<file path="config.mk">
export PLATFORM = sky130hd
export DESIGN_NAME = div_unit
export DESIGN_NICKNAME = d
export VERILOG_FILES = /design/src/rtl/div_unit.sv
export SDC_FILE = /design/constraint.sdc
export NUM_CORES = 1
export LEC_CHECK = 0
export ABC_AREA = 1
export CORE_MARGIN = 5
export CORE_UTILIZATION = 30
export DETAILED_ROUTE_END_ITERATION = 10
export GPL_TIMING_DRIVEN = 1
export PLACE_DENSITY = 0.54
export SYNTH_ARGS = -nofsm -noshare
export SYNTH_HDL_FRONTEND = slang
export SYNTH_SLANG_ARGS = --single-unit
</file>
<file path="constraint.sdc">
create_clock -name clk_i -period 1.98 [get_ports clk_i]
set_input_delay 0.396 -clock clk_i [delete_from_list [all_inputs] [get_ports clk_i]]
set_output_delay 0.396 -clock clk_i [all_outputs]
set_load 0.03 [all_outputs]
</file>
<file path="src/rtl/div_unit.sv">
`default_nettype none
// +-----------------------------------------------------------------------------+
// | div_unit : iterative radix-2 restoring divider for DIV/DIVU/REM/REMU.       |
// | Optional DIV_FAST_PATH_EN sends divide-by-zero and signed overflow to DONE. |
// | Revision : 1.0                                                              |
// +-----------------------------------------------------------------------------+
module div_unit #(
  parameter int DATA_WIDTH = 32
) (
  input  logic                  clk_i,
  input  logic                  rst_i,
  input  logic                  start_i,
  input  logic                  annul_i,
  input  logic [1:0]            op_i,
  input  logic [DATA_WIDTH-1:0] dividend_i,
  input  logic [DATA_WIDTH-1:0] divisor_i,
  output logic [DATA_WIDTH-1:0] result_o,
  output logic                  ready_o,
  output logic                  busy_o
);

  localparam int              W           = DATA_WIDTH;
  localparam logic [5:0]      c_LAST_ITER = 6'(DATA_WIDTH - 1);
  localparam logic [W-1:0]    c_MIN_NEG   = {1'b1, {(W-1){1'b0}}};
  localparam logic [W-1:0]    c_ALL_ONES  = {W{1'b1}};

  typedef enum logic [1:0] {
    S_IDLE = 2'd0,
    S_CALC = 2'd1,
    S_DONE = 2'd2
  } state_t;

  state_t         r_state;
  logic [5:0]     r_cnt;
  logic           r_is_rem;
  logic           r_neg_q;
  logic           r_neg_r;
  logic           r_div_zero;
  logic           r_ovf;
  logic [W-1:0]   r_dividend;
  logic [W-1:0]   r_divisor;
  logic [W-1:0]   r_quo;
  logic [W-1:0]   r_rem;
  logic [W-1:0]   r_result;
  logic           r_ready;

  logic           w_signed;
  logic           w_neg_a;
  logic           w_neg_b;
  logic [W-1:0]   w_abs_a;
  logic [W-1:0]   w_abs_b;
  logic           w_div_zero;
  logic           w_ovf;
  logic [W:0]     w_shift;
  logic [W:0]     w_sub;
  logic           w_ge;
  logic           w_unused_sub_msb;
  logic [W-1:0]   w_quo;
  logic [W-1:0]   w_rem;
  logic [W-1:0]   w_result;

  assign w_signed   = ~op_i[0];
  assign w_neg_a    = w_signed & dividend_i[W-1];
  assign w_neg_b    = w_signed & divisor_i[W-1];
  assign w_abs_a    = w_neg_a ? -dividend_i : dividend_i;
  assign w_abs_b    = w_neg_b ? -divisor_i  : divisor_i;
  assign w_div_zero = (divisor_i == '0);
  assign w_ovf      = w_signed && (dividend_i == c_MIN_NEG) && (divisor_i == c_ALL_ONES);

  // Partial remainder is one bit wider than the operands so |0x80000000| never truncates.
  assign w_shift          = {r_rem, r_quo[W-1]};
  assign w_sub            = w_shift - {1'b0, r_divisor};
  assign w_ge             = (w_shift >= {1'b0, r_divisor});
  assign w_unused_sub_msb = w_sub[W];

  always_comb begin
    w_quo = r_neg_q ? -r_quo : r_quo;
    w_rem = r_neg_r ? -r_rem : r_rem;
    if (r_div_zero) begin
      w_quo = c_ALL_ONES;
      w_rem = r_dividend;
    end else if (r_ovf) begin
      w_quo = c_MIN_NEG;
      w_rem = '0;
    end
    w_result = r_is_rem ? w_rem : w_quo;
  end

  always_ff @(posedge clk_i or negedge rst_i) begin
    if (!rst_i) begin
      r_state    <= S_IDLE;
      r_cnt      <= '0;
      r_is_rem   <= 1'b0;
      r_neg_q    <= 1'b0;
      r_neg_r    <= 1'b0;
      r_div_zero <= 1'b0;
      r_ovf      <= 1'b0;
      r_dividend <= '0;
      r_divisor  <= '0;
      r_quo      <= '0;
      r_rem      <= '0;
      r_result   <= '0;
      r_ready    <= 1'b0;
    end else begin
      r_ready <= 1'b0;
      case (r_state)
        S_IDLE: begin
          if (start_i && !annul_i) begin
            r_cnt      <= '0;
            r_is_rem   <= op_i[1];
            r_neg_q    <= w_neg_a ^ w_neg_b;
            r_neg_r    <= w_neg_a;
            r_div_zero <= w_div_zero;
            r_ovf      <= w_ovf;
            r_dividend <= dividend_i;
            r_divisor  <= w_abs_b;
            r_quo      <= w_abs_a;
            r_rem      <= '0;
`ifdef DIV_FAST_PATH_EN
            r_state    <= (w_div_zero || w_ovf) ? S_DONE : S_CALC;
`else
            r_state    <= S_CALC;
`endif
          end
        end
        S_CALC: begin
          if (annul_i) begin
            r_state <= S_IDLE;
          end else begin
            // Dividend bits shift out of r_quo as quotient bits shift in.
            r_rem <= w_ge ? w_sub[W-1:0] : w_shift[W-1:0];
            r_quo <= {r_quo[W-2:0], w_ge};
            r_cnt <= r_cnt + 6'd1;
            if (r_cnt == c_LAST_ITER) begin
              r_state <= S_DONE;
            end
          end
        end
        S_DONE: begin
          if (!annul_i) begin
            r_ready  <= 1'b1;
            r_result <= w_result;
          end
          r_state <= S_IDLE;
        end
        default: r_state <= S_IDLE;
      endcase
    end
  end

  assign result_o = r_result;
  assign ready_o  = r_ready;
  assign busy_o   = (r_state != S_IDLE);

endmodule
`default_nettype wire

</file>
# Word-level counts from Yosys, hierarchy flattened

Cells that the tools add are included.
Widths: inputs -> output; s select.

Register bits: 174
Output and inout port bits: 34

Order comparisons: 1
Reduce and logical (&&, ||, !) cells: 12
Muxes and demuxes: 25
Equality and inequality tests: 8
Add/subtract/negate cells: 6
Bitwise gates (word level): 5

Operators by type and width:

| cell                 | number |
|---|---|
| $mux 32              | 14 |
| $neg 32->32          | 4 |
| $pmux 32 s2          | 2 |
| $eq 32x32->1 const B | 2 |
| $ge 33x32->1         | 1 |
| $logic_not 32->1     | 1 |
| $sub 32x32->32       | 1 |
| $mux 6               | 2 |
| $pmux 6 s2           | 1 |
| $add 6x1->6 const B  | 1 |
| $eq 6x5->1 const B   | 1 |
| $mux 2               | 3 |
| $reduce_and 2->1     | 3 |
| $ne 2x2->1 const B   | 2 |
| $pmux 2 s2           | 1 |
| $reduce_bool 2->1    | 2 |
| $logic_and 1x1->1    | 3 |
| $ne 3x3->1 const B   | 1 |
| $reduce_and 3->1     | 1 |
| $and 1x1->1          | 2 |
| $eq 2x1->1 const B   | 1 |
| $eq 2x2->1 const B   | 1 |
| $logic_not 2->1      | 1 |
| $mux 1               | 2 |
| other kinds (3)      | 4 |

# Longest topological paths before layout

Gate-level depths: netlist of the first run.

Depth after elaboration: 5
Gate-level depth with buffers: 17
Gate-level depth less buffers: 17

# Least setup slack after synthesis of the first run

OpenSTA, ideal clock, no wires.

Path kind: flip-flop to flip-flop
From: reg r_quo[31]
To: reg r_rem[22]
Arrival: 1.848 ns
Required time: 1.863 ns
Path buffers: 0
Clock period less this slack: 1.966 ns
Slack: 0.014 ns
Cell stages (with the launch flop): 17
Library setup time: 0.117 ns
Cells stage by stage: dfrtp_1 inv_1 ha_1 inv_1 fa_1 nand2_1 nand3_1 nand3_1 nand2_1 nand2_1 nand2_1 nand2_1 nand3b_1 nand2_1 nand2_2 nand3_1 nand2_1

Cells in the longest elaborated chain, start to end: 4

Ends and longest elaborated chain:

| what                                           | RTL line | source |
|---|---|---|
| start: declaration                             | 42       | `logic [W-1:0] r_quo;` |
| start signal: assignment                       | 117      | `r_quo <= w_abs_a;` |
| start signal: assignment                       | 132      | `r_quo <= {r_quo[W-2:0], w_ge};` |
| $sub 32x32->32 or $ge 33x32->1 (tied branches) | 72, 73   |  |
| $mux 32 (*)                                    | 131      | `r_rem <= w_ge ? w_sub[W-1:0] : w_shift[W-1:0];` |
| $mux 32 (*)                                    | 127      | `if (annul_i) begin` |
| $pmux 32 s2 (*)                                | 106      | `case (r_state)` |
| end signal: assignment                         | 131      |  |
| end: declaration                               | 43       | `logic [W-1:0] r_rem;` |

Mark *: on every way between the ends. The rest lies on a longest branch, timed or not. The select of a mux whose other input is x is not followed.
A chain may end at the register's enable or synchronous reset.

# Final worst setup path of the first run

From: reg r_rem[16]
To: reg r_rem[14]

Cells in the longest elaborated chain, start to end: 4

Ends and longest elaborated chain:

| what         | RTL line | source |
|---|---|---|
| $ge 33x32->1 | 73       | `assign w_ge = (w_shift >= {1'b0, r_divisor});` |
| $mux 32      | 131      |  |
| $mux 32      | 127      |  |
| $pmux 32 s2  | 106      |  |

No other way between the ends. The select of a mux whose other input is x is not followed.

==> results.py, run 1 <==
metrics = {
    "global_route": {
        "grt_pass1_vias": 16270,
        "grt-ovfl-total": 0,
        "grt_usage_pct": 23.1,
        "grt_max_degree": 62,
        "grt_antenna_before_repair": 2,
        "grt_first_pass_wirelength_um": 94500,
    },
    "outcome": {
        "violations": "setup timing",
        "status": "complete, but fails checks",
    },
    "clock_network": {
        "worstSkewPairLatency_ns": 0.49,
        "h-tree-depth": 4,
        "clock_sinks": 174,
        "cts_tree": "done",
        "numCtsBuffers": 17,
        "clockBufferDepth": 2,
        "cts_root_buffer": "clkbuf_16",
        "clk_pin_slew_ns": 0.08,
    },
    "timing": {
        "setup_viol": 37,
        "hold_viol": 0,
        "slew_violations": 0,
        "post-route-min-period_ns": 2.16,
        "fin_ws_ns": -0.176,
        "worst_pin_slew_ns": 0.601,
        "period_share_pct": 109,
        "relSlewSlack_pct": 59.8,
        "fmax_mhz": 464,
        "grt_setup_unrepaired": "true",
        "skew_ns": 0.0133,
    },
    "setup_path": {
        "reg2regPathDepth": 12,
        "cp-start-kind": "register",
        "critPathRequiredTime_ns": 2.37,
        "rr_endpoint": "r_rem[14]",
        "rr_startpoint": "r_rem[16]",
        "critPathKind": "reg2reg",
        "arrival_ns": 2.55,
        "ff2ff_setup_slack_ns": -0.18,
        "cp-end-kind": "register",
        "crit_fanout": 8,
    },
    "floorplanning": {
        "rows": 80,
        "die_h_um": 228,
        "core_um2": 47300,
        "chipWidth_um": 228,
        "initial_core_util_pct": 30.1,
        "ios": 104,
        "die-area_um2": 52000,
    },
    "final_layout": {
        "fin_area_um2": 20900,
        "layout.cells.non_filler": 3387,
        "nFillCells": 4889,
        "drive_gt1_share_pct": 27.3,
        "antenna_cells": 0,
        "area_delta_synth_final_pct": 46.8,
        "fin_nets": 2868,
    },
    "drt": {
        "via_count": 16783,
        "drtIter0Drc": 1414,
        "wl_um": 61300,
        "drt_pass1_iterations": 5,
        "via_per_inst": 4.96,
        "remaining_drc_errors": 0,
        "ant_nets": 0,
        "wl_per_cell_um": 18.1,
    },
    "synthesis": {
        "yosysMostFrequentCell": "nand2_1",
        "synth-compound-area-share_pct": 13.3,
        "yosysTopAreaCell": "dfrtp_1",
        "yosys.area_share.adder_pct": 3.47,
        "synthArstFlopShare_pct": 100,
        "yosysWarnings": 0,
        "ys_top_cells_by_area": "dfrtp_1, nand2_1, nand3_1",
        "synth_area_um2": 14300,
        "synth_edf_count": 0,
        "synth_top_area_share_pct": 30.5,
        "post_synth_num_cell_types": 54,
        "synth.avg_cell_area_um2": 6.26,
        "synthesis.nets": 2389,
        "synth_seq_cells": 174,
        "synth_top_family_by_area": "simple AND/OR/NAND/NOR gates",
        "synth_xor_area_share_pct": 2.46,
        "muxShareOfSynthArea_pct": 0,
        "synthSimpleGateAreaFrac_pct": 39.8,
        "ys_top_cells_by_count": "nand2_1, inv_1, nand3_1",
        "synthCells": 2280,
        "yosysSeqAreaShare_pct": 30.5,
        "synthFlopType": "dfrtp_1",
    },
    "place": {
        "io_buffers": 103,
        "gp_congestion": 0.944,
        "dpl_worst_slack_ns": -0.519,
        "hpwl_um": 48800,
        "dp.cells": 3319,
        "placed_cell_area_um2": 18900,
    },
    "hold_path": {
        "worstHoldPathCells": 4,
        "hold_start": "divisor_i[0]",
        "hold_end": "r_divisor[0]",
        "worst_hold_path_type": "in2reg",
    },
    "pwr": {
        "peakVddDrop_v": 0.000616,
        "p_leak_nw": 10.8,
        "p_per_area_nw_per_um2": 875,
        "power.total_mw": 18.3,
    },
    "flow_run": {
        "drv_cap": 0,
    },
}
[worst max-delay path, cell delays in order, from the launching register on]
cell and delay, ns:
dfrtp_1 0.47, ha_4 0.32, buf_4 0.10, nand2_1 0.08
nor2_1 0.14, nand2_1 0.13, inv_1 0.14, nand3_4 0.15
buf_12 0.19, nand2_8 0.14, nand2_2 0.07, nand3_2 0.07
nand2_1 0.05
[per-stage QoR]
step	hold slack, ns	utilization (%)	setup TNS [ns]
4_1_cts	0.477	43.1	-6.22
2_1_floorplan	0.100	-	0
5_1_grt	0.395	44.2	-9.26
3_3_place_gp	0.455	39.9	-26.52
3_5_place_dp	0.460	39.9	-28.47
6_report	0.369	44.2	-5.09
[state kept, by name, summed over array words and instances, names as in the netlist]
signal      count
r_dividend     32
r_divisor      32
r_quo          32
r_rem          32
result_o       32
r_cnt           6
r_state         2
r_div_zero      1
r_is_rem        1
r_neg_q         1
r_neg_r         1
r_ovf           1
ready_o         1
[logic make-up (layout without fill, tap and decap cells)]
logic type	count (synthesis)	in the layout
flops	174	174
simple gates	1304	1308
compound gates	352	352
buf+inv	371	859
fa+ha+maj	39	39
xor+xnor	40	40
[area by class of cell]
type | instances | area, µm² | share of cell area, %
Inverter | 288 | 1080 | 5.18
Tap cell | 615 | 769 | 3.68
Sequential cell | 174 | 4370 | 20.9
Clock inverter | 12 | 158 | 0.753
Timing Repair Buffer | 539 | 4650 | 22.2
Multi-Input combinational cell | 1739 | 9450 | 45.1
Clock buffer | 20 | 457 | 2.18
[where the power goes]
part,internal [mW],switching [mW]
Clock,2.05,1.64
Combinational,4.30,5.50
Sequential,4.14,0.674
[cell usage in the layout, fill, tap and decap left out, types with 6 or more instances in the layout]
cell type,n
ha_1,9
a21oi_2,14
o21ai_1,45
nor3_1,18
or2_2,12
nor2_1,176
a21oi_1,99
dlymetal6s2s_1,9
inv_1,245
o211ai_1,15
o21ai_2,6
dfrtp_1,163
buf_4,403
xor2_1,23
buf_6,10
nand3_1,214
clkdlybuf4s50_1,76
clkbuf_16,17
nor3_2,7
nand3b_1,12
nand2_1,658
nand3_2,26
nor2_2,34
ha_4,28
o21bai_1,7
nand2_2,65
nand4_1,39
nand2_4,11
xnor2_1,16
o21ai_0,133
dfrtp_2,11
nor2_4,11
buf_12,18
inv_2,40
dlygate4sd2_1,16
[worst max path at each step]
stage,startpoint,endpoint,slack (ns),cells after the start
after floorplan,r_quo[31],r_rem[22],0.01,16
after global placement,dividend_i[18],r_quo[31],-0.52,9
after detailed placement,dividend_i[14],r_ovf,-0.52,10
after CTS,r_divisor[18],r_rem[31],-0.23,13
after global routing,r_quo[31],r_rem[14],-0.28,15
final,r_rem[16],r_rem[14],-0.18,12
[per-layer routing]
layer | share of wire, % | global-route usage [%] | up-vias
li1 | - | - | 8330
met1 | 48 | 32.5 | 7949
met4 | 2.7 | 7.05 | 2
met2 | 44 | 35.2 | 439
met3 | 5.9 | 5.72 | 63
met5 | 0.011 | 0 | -
[repair_timing]
action | CTS | global route
resized for setup | 148 | 146
pin swaps | 24 | 42
endpoints found under the hold margin | 174 | 0
gates cloned | 7 | 0
endpoints found under the setup margin | 70 | 72
buffers inserted | 15 | 14
hold buffers | 1 | 0
(Power assumes the default switching activity.)
==> run 2, diff against run 1 <==
--- a/config.mk
+++ b/config.mk
@@ -11,6 +11,8 @@
 export DETAILED_ROUTE_END_ITERATION = 10
 export GPL_TIMING_DRIVEN = 1
 export PLACE_DENSITY = 0.54
+export SLEW_MARGIN = 20
 export SYNTH_ARGS = -nofsm -noshare
 export SYNTH_HDL_FRONTEND = slang
 export SYNTH_SLANG_ARGS = --single-unit
+export TNS_END_PERCENT = 1
==> results.py, run 2 (synthesized netlist as in run 1, its figures left out) <==
metrics = {
    "outcome": {
        "status": "complete, but fails checks",
        "violations": "setup timing",
    },
    "floorplanning": {
        "ios": 104,
        "die_h_um": 228,
        "die-area_um2": 52000,
        "initial_core_util_pct": 30.1,
        "chipWidth_um": 228,
        "core_um2": 47300,
        "rows": 80,
    },
    "global_route": {
        "grt-ovfl-total": 0,
        "grt_pass1_vias": 16190,
        "grt_max_degree": 62,
        "grt_usage_pct": 23.0,
        "grt_first_pass_wirelength_um": 94000,
        "grt_antenna_before_repair": 2,
    },
    "place": {
        "gp_congestion": 0.944,
        "hpwl_um": 48800,
        "dp.cells": 3319,
        "io_buffers": 103,
        "placed_cell_area_um2": 18900,
    },
    "timing": {
        "slew_violations": 0,
        "fmax_mhz": 461,
        "setup_viol": 34,
        "relSlewSlack_pct": 55.7,
        "skew_ns": 0.0166,
        "period_share_pct": 109,
        "post-route-min-period_ns": 2.17,
        "grt_setup_unrepaired": "true",
        "worst_pin_slew_ns": 0.661,
        "hold_viol": 0,
        "fin_ws_ns": -0.188,
    },
    "setup_path": {
        "critPathRequiredTime_ns": 2.37,
        "rr_endpoint": "r_rem[14]",
        "critPathBufInv": 3,
        "path_cells": "ha_4 -> buf_4 -> nand2_1 -> nor2_1 -> nand2_1 -> inv_1 -> nand3_4 -> buf_12 -> nand2_8 -> nand2_2 -> nand3_1 -> nand2_1",
        "ff2ff_setup_slack_ns": -0.19,
        "critPathSlowestCell": "dfrtp_1",
        "reg2regPathDepth": 12,
        "cp-start-kind": "register",
        "rr_startpoint": "r_rem[17]",
        "crit_fanout": 8,
        "critical-path-top-delay-family": "simple AND/OR/NAND/NOR gates",
        "arrival_ns": 2.56,
        "critPathMaxStageDelay_ns": 0.44,
        "cp-end-kind": "register",
        "cpMostUsedCell": "nand2_1",
        "critPathKind": "reg2reg",
    },
    "pwr": {
        "p_per_area_nw_per_um2": 869,
        "p_sw_mw": 7.66,
        "internal-power_mw": 10.3,
        "p_sw_share_pct": 42.7,
        "combPwrFrac_pct": 52.5,
        "seqPwrFrac_pct": 26.9,
        "p_leak_nw": 10.7,
        "clockPowerShare_pct": 20.6,
        "peakVddDrop_v": 0.000584,
    },
    "clock_network": {
        "clock_sinks": 174,
        "clockBufferDepth": 2,
        "cts_root_buffer": "clkbuf_16",
        "numCtsBuffers": 17,
        "clk_pin_slew_ns": 0.08,
        "cts_tree": "done",
        "h-tree-depth": 4,
        "worstSkewPairLatency_ns": 0.50,
    },
    "final_layout": {
        "layout.cells.non_filler": 3376,
        "layout_common_cells": "nand2_1, buf_4, inv_1",
        "drive_gt1_share_pct": 25.7,
        "antenna_cells": 0,
        "final_common_cell": "nand2_1",
        "fin_area_um2": 20600,
        "fin_nets": 2857,
        "area_delta_synth_final_pct": 44.7,
    },
    "drt": {
        "wl_per_cell_um": 18.0,
        "drt_pass1_iterations": 6,
        "drtIter0Drc": 1439,
        "wl_um": 60800,
        "via_count": 16662,
        "via_per_inst": 4.94,
        "ant_nets": 0,
        "remaining_drc_errors": 0,
    },
    "hold_path": {
        "worst_hold_path_type": "in2async",
    },
    "flow_run": {
        "drv_cap": 0,
    },
}
-- run 2: cell count changes in the layout (fill, tap and decap cells not counted), sizes merged --
| cell | change |
|---|---|
| dlymetal6s2s | -2 |
| clkdlybuf4s50 | +2 |
| buf | -10 |
| bufbuf | -1 |
-- run 2: per-stage QoR --
| stage | setup TNS (ns) | setup WS, ns | utilization (%) | total power [mW] | hold WS [ns] |
|---|---|---|---|---|---|
| 5_1_grt | -9.09 | -0.279 | 43.6 | 19.1 | 0.498 |
| 3_3_place_gp | -26.52 | -0.517 | 39.9 | 13.2 | 0.455 |
| 6_report | -5.22 | -0.188 | 43.6 | 17.9 | 0.477 |
| 4_1_cts | -6.36 | -0.219 | 42.6 | 17.5 | 0.477 |
| 2_1_floorplan | 0 | 0.0144 | - | 9.04 | 0.100 |
| 3_5_place_dp | -28.47 | -0.519 | 39.9 | 13.2 | 0.460 |
-- run 2: metal layers --
layer  vias to the layer above  track usage, %  routed length (µm)
met5                         -               0                   7
met4                         2            6.92                1780
met3                        76            5.45                3640
met2                       444            35.1               26400
met1                      7827            32.5               29000
li1                       8313               -                   -
-- run 2: what timing repair did --
action	CTS	global route
endpoints found under the setup margin	70	73
pin swaps	16	32
hold buffers	1	0
setup buffers	8	11
hold endpoints to repair	174	0
resized for setup	113	129
gates cloned	6	0
-- run 2: final cells by class --
| class | instances | area (µm²) |
|---|---|---|
| Clock buffer | 20 | 457 |
| Clock inverter | 12 | 158 |
| Fill cell | 4924 | 26700 |
| Inverter | 288 | 1080 |
| Multi-Input combinational cell | 1739 | 9290 |
| Sequential cell | 174 | 4360 |
| Tap cell | 615 | 769 |
| Timing Repair Buffer | 528 | 4520 |
-- run 2: worst register-to-register path, cell delays in order (launching register included) --
cell and delay (ns):
dfrtp_1 0.44, ha_4 0.31, buf_4 0.12, nand2_1 0.09, nor2_1 0.14, nand2_1 0.13, inv_1 0.14, nand3_4 0.15
buf_12 0.20, nand2_8 0.15, nand2_2 0.07, nand3_1 0.07, nand2_1 0.05
-- run 2: power by group through the flow --
stage | combinational (mW) | clock (mW) | sequential, mW
after global placement | 8.37 | 0 | 4.79
after CTS | 8.93 | 3.78 | 4.77
final | 9.42 | 3.70 | 4.82
after floorplan | 4.41 | 0 | 4.63
after global routing | 10.3 | 3.92 | 4.87
after detailed placement | 8.40 | 0 | 4.80
-- run 2: worst max-delay path by stage --
stage,start,end,slack [ns],cells after the start
2_1_floorplan,r_quo[31],r_rem[22],0.01,16
3_3_place_gp,dividend_i[18],r_quo[31],-0.52,9
3_5_place_dp,dividend_i[14],r_ovf,-0.52,10
4_1_cts,r_rem[9],r_rem[2],-0.22,15
5_1_grt,r_rem[29],r_rem[1],-0.28,12
6_report,r_rem[17],r_rem[14],-0.19,12
